[src/rtl/led_breathe_pwm.sv]
// LED breathing stage: PWM output whose duty ramps 0..max, holds, ramps down, holds, repeats.
// Duty is applied only at frame boundaries so the LED waveform never glitches.
module led_breathe_pwm #(
  parameter int PWM_BITS   = 8,
  parameter int STEP_CLKS  = 98_039,
  parameter int HOLD_STEPS = 32
) (
  input  logic                i_Clk,
  input  logic                i_Rst_L,
  input  logic                i_Enable,
  output logic                o_LED_1,
  output logic [PWM_BITS-1:0] o_Duty,
  output logic [2:0]          o_State
);

  localparam int STEP_W = (STEP_CLKS > 1) ? $clog2(STEP_CLKS) : 1;
  localparam int HOLD_W = (HOLD_STEPS > 1) ? $clog2(HOLD_STEPS) : 1;

  localparam logic [PWM_BITS-1:0] DUTY_MAX  = {PWM_BITS{1'b1}};
  localparam logic [PWM_BITS-1:0] DUTY_ZERO = {PWM_BITS{1'b0}};
  localparam logic [STEP_W-1:0]   STEP_LAST = STEP_W'(STEP_CLKS - 1);
  localparam logic [STEP_W-1:0]   STEP_ZERO = {STEP_W{1'b0}};
  localparam logic [HOLD_W-1:0]   HOLD_LAST = HOLD_W'(HOLD_STEPS - 1);
  localparam logic [HOLD_W-1:0]   HOLD_ZERO = {HOLD_W{1'b0}};

  localparam logic [2:0] S_IDLE    = 3'd0;
  localparam logic [2:0] S_UP      = 3'd1;
  localparam logic [2:0] S_HOLD_HI = 3'd2;
  localparam logic [2:0] S_DOWN    = 3'd3;
  localparam logic [2:0] S_HOLD_LO = 3'd4;

  logic [PWM_BITS-1:0] r_pwm_cnt, w_pwm_cnt;
  logic [STEP_W-1:0]   r_step_cnt, w_step_cnt;
  logic [HOLD_W-1:0]   r_hold_cnt, w_hold_cnt;
  logic [PWM_BITS-1:0] r_Target, w_Target;
  logic [PWM_BITS-1:0] r_Duty, w_Duty;
  logic [2:0]          r_State, w_State;
  logic                r_LED, w_LED;
  logic                w_tick;

  // Next-state logic: disable has priority over everything, including the step tick.
  always_comb begin
    w_pwm_cnt  = r_pwm_cnt;
    w_step_cnt = r_step_cnt;
    w_hold_cnt = r_hold_cnt;
    w_Target   = r_Target;
    w_Duty     = r_Duty;
    w_State    = r_State;
    w_LED      = 1'b0;
    w_tick     = (r_step_cnt == STEP_LAST);

    if (!i_Enable) begin
      w_pwm_cnt  = DUTY_ZERO;
      w_step_cnt = STEP_ZERO;
      w_hold_cnt = HOLD_ZERO;
      w_Target   = DUTY_ZERO;
      w_Duty     = DUTY_ZERO;
      w_State    = S_IDLE;
      w_LED      = 1'b0;
    end else if (r_State == S_IDLE) begin
      w_pwm_cnt  = DUTY_ZERO;
      w_step_cnt = STEP_ZERO;
      w_hold_cnt = HOLD_ZERO;
      w_Target   = DUTY_ZERO;
      w_Duty     = DUTY_ZERO;
      w_State    = S_UP;
      w_LED      = 1'b0;
    end else begin
      w_pwm_cnt  = r_pwm_cnt + 1'b1;
      w_step_cnt = w_tick ? STEP_ZERO : (r_step_cnt + 1'b1);
      w_LED      = (r_pwm_cnt < r_Duty);
      w_Duty     = (r_pwm_cnt == DUTY_MAX) ? r_Target : r_Duty;

      if (w_tick) begin
        case (r_State)
          S_UP: begin
            if (r_Target == DUTY_MAX) begin
              w_State    = S_HOLD_HI;
              w_hold_cnt = HOLD_ZERO;
            end else begin
              w_Target = r_Target + 1'b1;
            end
          end
          S_HOLD_HI: begin
            if (r_hold_cnt == HOLD_LAST) begin
              w_State = S_DOWN;
            end else begin
              w_hold_cnt = r_hold_cnt + 1'b1;
            end
          end
          S_DOWN: begin
            if (r_Target == DUTY_ZERO) begin
              w_State    = S_HOLD_LO;
              w_hold_cnt = HOLD_ZERO;
            end else begin
              w_Target = r_Target - 1'b1;
            end
          end
          S_HOLD_LO: begin
            if (r_hold_cnt == HOLD_LAST) begin
              w_State = S_UP;
            end else begin
              w_hold_cnt = r_hold_cnt + 1'b1;
            end
          end
          default: begin
            w_State = S_IDLE;
          end
        endcase
      end else begin
        w_State = r_State;
      end
    end
  end

  // State and output registers.
  always_ff @(posedge i_Clk or negedge i_Rst_L) begin
    if (!i_Rst_L) begin
      r_pwm_cnt  <= DUTY_ZERO;
      r_step_cnt <= STEP_ZERO;
      r_hold_cnt <= HOLD_ZERO;
      r_Target   <= DUTY_ZERO;
      r_Duty     <= DUTY_ZERO;
      r_State    <= S_IDLE;
      r_LED      <= 1'b0;
    end else begin
      r_pwm_cnt  <= w_pwm_cnt;
      r_step_cnt <= w_step_cnt;
      r_hold_cnt <= w_hold_cnt;
      r_Target   <= w_Target;
      r_Duty     <= w_Duty;
      r_State    <= w_State;
      r_LED      <= w_LED;
    end
  end

  assign o_LED_1 = r_LED;
  assign o_Duty  = r_Duty;
  assign o_State = r_State;

endmodule

[config.mk]
export PLATFORM = sky130hd
export DESIGN_NAME = led_breathe_pwm
export DESIGN_NICKNAME = d
export VERILOG_FILES = /design/src/rtl/led_breathe_pwm.sv
export SDC_FILE = /design/constraint.sdc
export NUM_CORES = 1
export LEC_CHECK = 0
export BUFFER_PORTS_ARGS = -buffer_cell sky130_fd_sc_hd__buf_4
export CORE_MARGIN = 2
export CORE_UTILIZATION = 35
export DETAILED_ROUTE_END_ITERATION = 8
export GPL_ROUTABILITY_DRIVEN = 0
export MAX_ROUTING_LAYER = met4
export SLEW_MARGIN = 20
export SYNTH_ARGS = -nofsm -noshare
export SYNTH_HDL_FRONTEND = slang
export SYNTH_SLANG_ARGS = --single-unit
export TNS_END_PERCENT = 50
[constraint.sdc]
create_clock -name i_Clk -period 4.3 [get_ports i_Clk]
set_input_delay 0.43 -clock i_Clk [delete_from_list [all_inputs] [get_ports i_Clk]]
set_output_delay 0.43 -clock i_Clk [all_outputs]
set_load 0.03 [all_outputs]
==> results of run 1 <==
[synth_stat cells, drive strengths merged (3+ instances only)]
cell,instances,area (um^2)
a21o,5,38.8
a21oi,9,48.8
and2,3,18.8
and3,4,25.0
buf,6,36.3
dfrtp,50,1250
ha,18,225
inv,21,78.8
mux2,6,82.6
mux2i,8,80.1
nand2,10,37.5
nand2b,5,33.8
nand3,15,87.6
nand4,6,58.8
nor2,44,168
nor2b,3,18.8
nor3,5,36.3
nor4,5,43.8
o21ai,14,70.1
o41ai,5,51.3
or3,3,18.8
xnor2,15,131
xor2,10,87.6
[through the flow]
stage / std cells / utilization / power (mW) / cell area (um^2) / worst slack [ns]
final: 418 / 0.402 / 1.44 / 3320 / 1.73
after global routing: 418 / 0.402 / 1.52 / 3320 / 1.50
after CTS: 418 / 0.402 / 1.45 / 3320 / 1.75
after detailed placement: 410 / 0.386 / 1.04 / 3180 / 1.76
after global placement: 410 / 0.386 / 1.04 / 3180 / 1.81
after floorplan: 299 / - / 0.944 / 2990 / 1.75
[flip-flops by register name (all words and copies together), names as in the netlist]
name        cells
o_State         3
o_Duty          8
r_Target        8
r_step_cnt     17
r_hold_cnt      5
r_pwm_cnt       8
o_LED_1         1
[cell families after synthesis]
family / Yosys count / synth area share
simple gates: 108 / 0.198
compound gates: 54 / 0.133
flops: 50 / 0.418
buf+inv: 29 / 0.0410
xor+xnor: 25 / 0.0732
fa+ha+maj: 19 / 0.0820
mux: 14 / 0.0544
[layout make-up]
class                   count  share of cell area
clock inverters             3              0.0207
multi-input cells         220               0.487
inverters                  21              0.0237
clock buffers               5              0.0207
well taps                 105              0.0395
repair buffers             14              0.0316
flip-flops and latches     50               0.377
[power groups by stage]
stage                     combinational (mW)  clock, mW  sequential [mW]
after floorplan                        0.361          0            0.583
after global placement                 0.447          0            0.592
after detailed placement               0.449          0            0.594
after CTS                              0.450      0.414            0.584
after global routing                   0.496      0.431            0.596
final                                  0.446      0.405            0.585
[routing by layer]
| metal | vias to the layer above | wire length, um | track usage |
|---|---|---|---|
| met2 | 30 | 2590 | 0.208 |
| met4 | 0 | 84 | 0.0352 |
| met3 | 8 | 203 | 0.0357 |
| li1 | 1082 | - | - |
| met1 | 1052 | 2860 | 0.190 |
| met5 | - | 0 | - |
[worst paths after layout]
check	end	depth (start not counted)	from	slack, ns
min in group i_Clk	o_State[2]	2	i_Enable	0.45
worst min-delay path	r_Target[3]	1	i_Rst_L	0.12
max in group asynchronous	r_step_cnt[2]	1	i_Rst_L	3.74
worst min register to register	r_pwm_cnt[0]	1	r_pwm_cnt[0]	0.49
worst max-delay path	r_Target[7]	9	o_State[2]	1.73
worst max register to register	r_Target[7]	9	o_State[2]	1.73
==> qor.yml, run 1 <==
outcome:
  outcome: "completed"
synthesis:
  synth_edf_count: 0
  yosys_most_used_dff: "dfrtp_1"
  ys_warn_count: 0
  synth_cell_type_count: 60
  async_reset_ff_frac: 1.00
  syn_avg_cell_area_um2: 10.0
  syn_area_um2: 2990
  ys_ff_latch: 50
  syn_inst: 299
  ys_seq_area_frac: 0.418
  syn_nets: 321
clock_network:
  cts_max_path_buffers: 2
  cts_buffers: 5
  cts_root_buf: "clkbuf_8"
  cts_resized: 0
  htree_num_levels: 2
  postCtsSetupBuffers: 0
  cts.clk_slew.worst_paths_ns: 0.10
  clock_sinks: 50
  cts.hold.buffers_added: 0
  cts_tree: "built"
  clk_latency_ns: 0.32
final_layout:
  drive_gt1_frac: 0.134
  layout_commonest_cell: "dfrtp_1"
  antennaDiodeCount: 0
  register_area_um2: 1250
  area_growth_pct: 11.0
  n_fill_cell: 823
  final_cell_mix: "50 x dfrtp_1, 43 x nor2_1, 21 x inv_1"
  fin_nets: 334
  multi_input_area_um2: 1620
sta:
  max_slew_margin: 0.574
  fin_crit_ns: 2.57
  maxSlewViolCount: 0
  period_share: 0.598
  final-hold-violation-count: 0
  setup_viol: 0
  tightest_slew_ns: 0.638
  holdWs_ns: 0.115
  max_freq_mhz: 389
  fin_skew_ns: 0.0109
  tns_ns: 0
  rsz0062_at_grt: "no"
pwr:
  max-vdd-ir-drop_mv: 0.199
  internal_power_uw: 911
  p_sw_uw: 525
  power.density_nw_per_um2: 432
  seqPwrFrac: 0.407
  comb_power_share: 0.310
  switching_share: 0.366
  p_leak_nw: 1.43
  p_clk_frac: 0.282
worst_setup_path:
  critPathBufInv: 1
  crit_top_cell: "o211ai_1"
  crit_family: "compound AO/OA/AOI/OAI gates"
  crit_chain: "and2b_2 -> nand2_1 -> inv_1 -> ha_1 -> a21oi_1 -> o2111ai_1 -> o211ai_1 -> mux2_2 -> o211ai_1"
  cpPeakStageDelay_ns: 0.49
  endpoint_kind: "flip-flop"
  crit_required_ns: 4.54
  cp.arrival_ns: 2.81
  startpoint_type: "flip-flop"
  crit_fanout: 10
  crit_slowest_cell: "dfrtp_1"
  path_class: "reg2reg"
detailed_routing:
  ant_nets: 0
  drc: 0
  finalWirelength_mm: 5.73
  vias: 2172
  first_pass_iters: 4
  wl_per_cell_um: 13.7
  first_iter_violations: 72
  viasPerCell: 5.20
grt:
  grt_pass1_wl_mm: 9.89
  grt_use_total: 0.140
  grt_pass1_vias: 2065
  antenna_found_initial: 0
  grt_max_degree: 51
  overflow: 0
floorplanning:
  rows: 33
  coreArea_um2: 8260
  start_util: 0.362
  die_h_um: 96.5
  io_pins: 15
  dieWidth_um: 96.5
  dieArea_um2: 9300
min_path:
  hp-class: "in2async"
place:
  hpwlAfterDp_mm: 3.96
  io_buffers: 14
flow_run:
  drv_cap: 0
(Power assumes the default switching activity.)
==> run 2: changes to the inputs <==
ABC_AREA = 1   (was not set)
clock period = 2.25 ns   (was 4.3 ns; I/O delays follow)
==> qor.yml, run 2 <==
synthesis:
  ys_seq_area_frac: 0.429
  synth_top_area_share: 0.429
  synthMuxAreaShare: 0
  synthTopCellsByArea: "dfrtp_1 43%, nand2_1 14%, ha_1 7.7%, nor2_1 6.9%, inv_1 5.5%"
  synth_edf_count: 0
  synth_top_family_by_area: "simple AND/OR/NAND/NOR gates"
  yosys_most_used_dff: "dfrtp_1"
  yosys.area_share.xor_xnor: 0.0240
  syn_inst: 389
  synth.most_common_cell: "nand2_1"
  synth_largest_area_cell: "dfrtp_1"
  syn_area_um2: 2920
  syn_avg_cell_area_um2: 7.50
  synth_cell_type_count: 29
  ys_ff_latch: 50
  async_reset_ff_frac: 1.00
  synth_fa_ha_area_frac: 0.0840
  synth_commonest_cells: "110 x nand2_1, 54 x nor2_1, 50 x dfrtp_1"
  synth_compound_area_frac: 0.101
  ys_warn_count: 0
  syn_nets: 411
  synth_simple_gate_area_frac: 0.297
sta:
  fin_skew_ns: 0.00809
  fin_crit_ns: 1.95
  tns_ns: 0
  setup_ws_ns: 0.296
  period_share: 0.869
  tightest_slew_ns: 0.633
  maxSlewViolCount: 0
  setup_viol: 0
  max_freq_mhz: 512
  final-hold-violation-count: 0
  rsz0062_at_grt: "no"
  max_slew_margin: 0.578
worst_setup_path:
  reg2reg_slack_ns: 0.30
  crit_required_ns: 2.47
  startpoint: "o_State[2]"
  worstRegToRegCells: 11
  cp.arrival_ns: 2.18
  path_class: "reg2reg"
  crit_fanout: 9
  endpoint_kind: "flip-flop"
  crit_end: "r_Target[7]"
  startpoint_type: "flip-flop"
  worstReg2RegEnd: "r_Target[7]"
  r2r_start: "o_State[2]"
place:
  io_buffers: 14
  pre_cts_slack_ns: 0.195
  hpwlAfterDp_mm: 4.42
  dp_cells: 509
final_layout:
  antennaDiodeCount: 0
  fin_cells: 517
  layout_commonest_cell: "nand2_1"
  fin_nets: 434
  drive_gt1_frac: 0.0777
  largest_register_ffs: 17
  area_growth_pct: 11.5
  largest_register: "r_step_cnt"
  final_cell_mix: "110 x nand2_1, 54 x nor2_1, 50 x dfrtp_1"
clock_network:
  cts_max_path_buffers: 2
  htree_num_levels: 2
  cts_tree: "built"
  cts_root_buf: "clkbuf_8"
  clk_latency_ns: 0.30
  clock_sinks: 50
  cts.clk_slew.worst_paths_ns: 0.09
  postCtsSetupBuffers: 0
  cts_buffers: 5
min_path:
  hp-class: "in2reg"
  holdPathStages: 3
detailed_routing:
  finalWirelength_mm: 5.81
  ant_nets: 0
  wl_per_cell_um: 11.2
  drc: 0
  first_pass_iters: 4
  viasPerCell: 4.76
  vias: 2459
  first_iter_violations: 122
pwr:
  switching_share: 0.354
  power.density_nw_per_um2: 643
  comb_power_share: 0.286
  p_leak_nw: 1.58
  p_clk_frac: 0.236
  seqPwrFrac: 0.477
  power_mw: 2.09
  max-vdd-ir-drop_mv: 0.391
  p_sw_uw: 741
  internal_power_mw: 1.35
floorplanning:
  die_h_um: 95.3
  rows: 33
  dieWidth_um: 95.3
  coreArea_um2: 8130
  io_pins: 15
  dieArea_um2: 9080
  start_util: 0.359
grt:
  grt_use_total: 0.143
  grt_pass1_wl_mm: 10.0
  grt_pass1_vias: 2219
  grt_max_degree: 51
  overflow: 0
  antenna_found_initial: 0
flow_run:
  drv_cap: 0
outcome:
  outcome: "completed"
run 2: cell type report:
type | count | area (um^2)
timing repair buffer | 19 | 145
clock buffer | 7 | 76.3
tap | 105 | 131
sequential | 50 | 1250
fill | 857 | 4880
inverter | 46 | 173
multi-input combinational | 290 | 1480
run 2: kinds of logic after synthesis:
kind of cell	after synthesis
buffers and inverters	49
xor gates and xnor gates	8
DFF	50
and+or+nand+nor	209
adders and majority gates	19
AOI/OAI and AO/OA	54
run 2: power by group through the flow:
stage	sequential, mW	combinational, mW	clock (mW)
after floorplan	1.03	0.404	0
after global placement	1.01	0.595	0
after detailed placement	1.02	0.607	0
after CTS	0.999	0.612	0.519
after global routing	1.01	0.686	0.556
final	0.999	0.599	0.494
run 2: repair_timing:
action,4_1_cts,5_1_grt
hold buffers,1,0
gates resized for setup,0,1
hold endpoints to repair,50,0
endpoints found under the setup margin,0,2
run 2: metal layers:
metal	wire length (um)	vias up	track usage
li1	-	1303	-
met1	3070	1129	0.196
met2	2570	20	0.220
met3	83	7	0.0142
met4	93	0	0.0543
met5	0	-	-
run 2: worst max-delay path, cell delays in order (launching register included):
cell and delay [ns]:
dfrtp_1 0.48, inv_2 0.15, nand3_1 0.13, inv_2 0.18, ha_1 0.30, nand2_1 0.09
nand2_1 0.07, a21oi_1 0.17, nand2_1 0.07, nand2_1 0.05, nand2_1 0.04, o21ai_0 0.15
run 2: worst min path at each step:
stage                         from      endpoint
after detailed placement   i_Rst_L   r_Target[6]
after floorplan            i_Rst_L     o_Duty[0]
final                     i_Enable  r_pwm_cnt[0]
after global routing      i_Enable  r_pwm_cnt[1]
after global placement     i_Rst_L   r_Target[6]
after CTS                 i_Enable  r_pwm_cnt[0]
run 2: through the flow:
| stage | area [um^2] | utilization | hold slack [ns] |
|---|---|---|---|
| detailed placement | 3170 | 0.389 | 0.297 |
| floorplan | 2920 | - | -0.0706 |
| global placement | 3170 | 0.389 | 0.296 |
| finish | 3250 | 0.400 | 0.346 |
| global route | 3250 | 0.400 | 0.355 |
| CTS | 3250 | 0.400 | 0.335 |
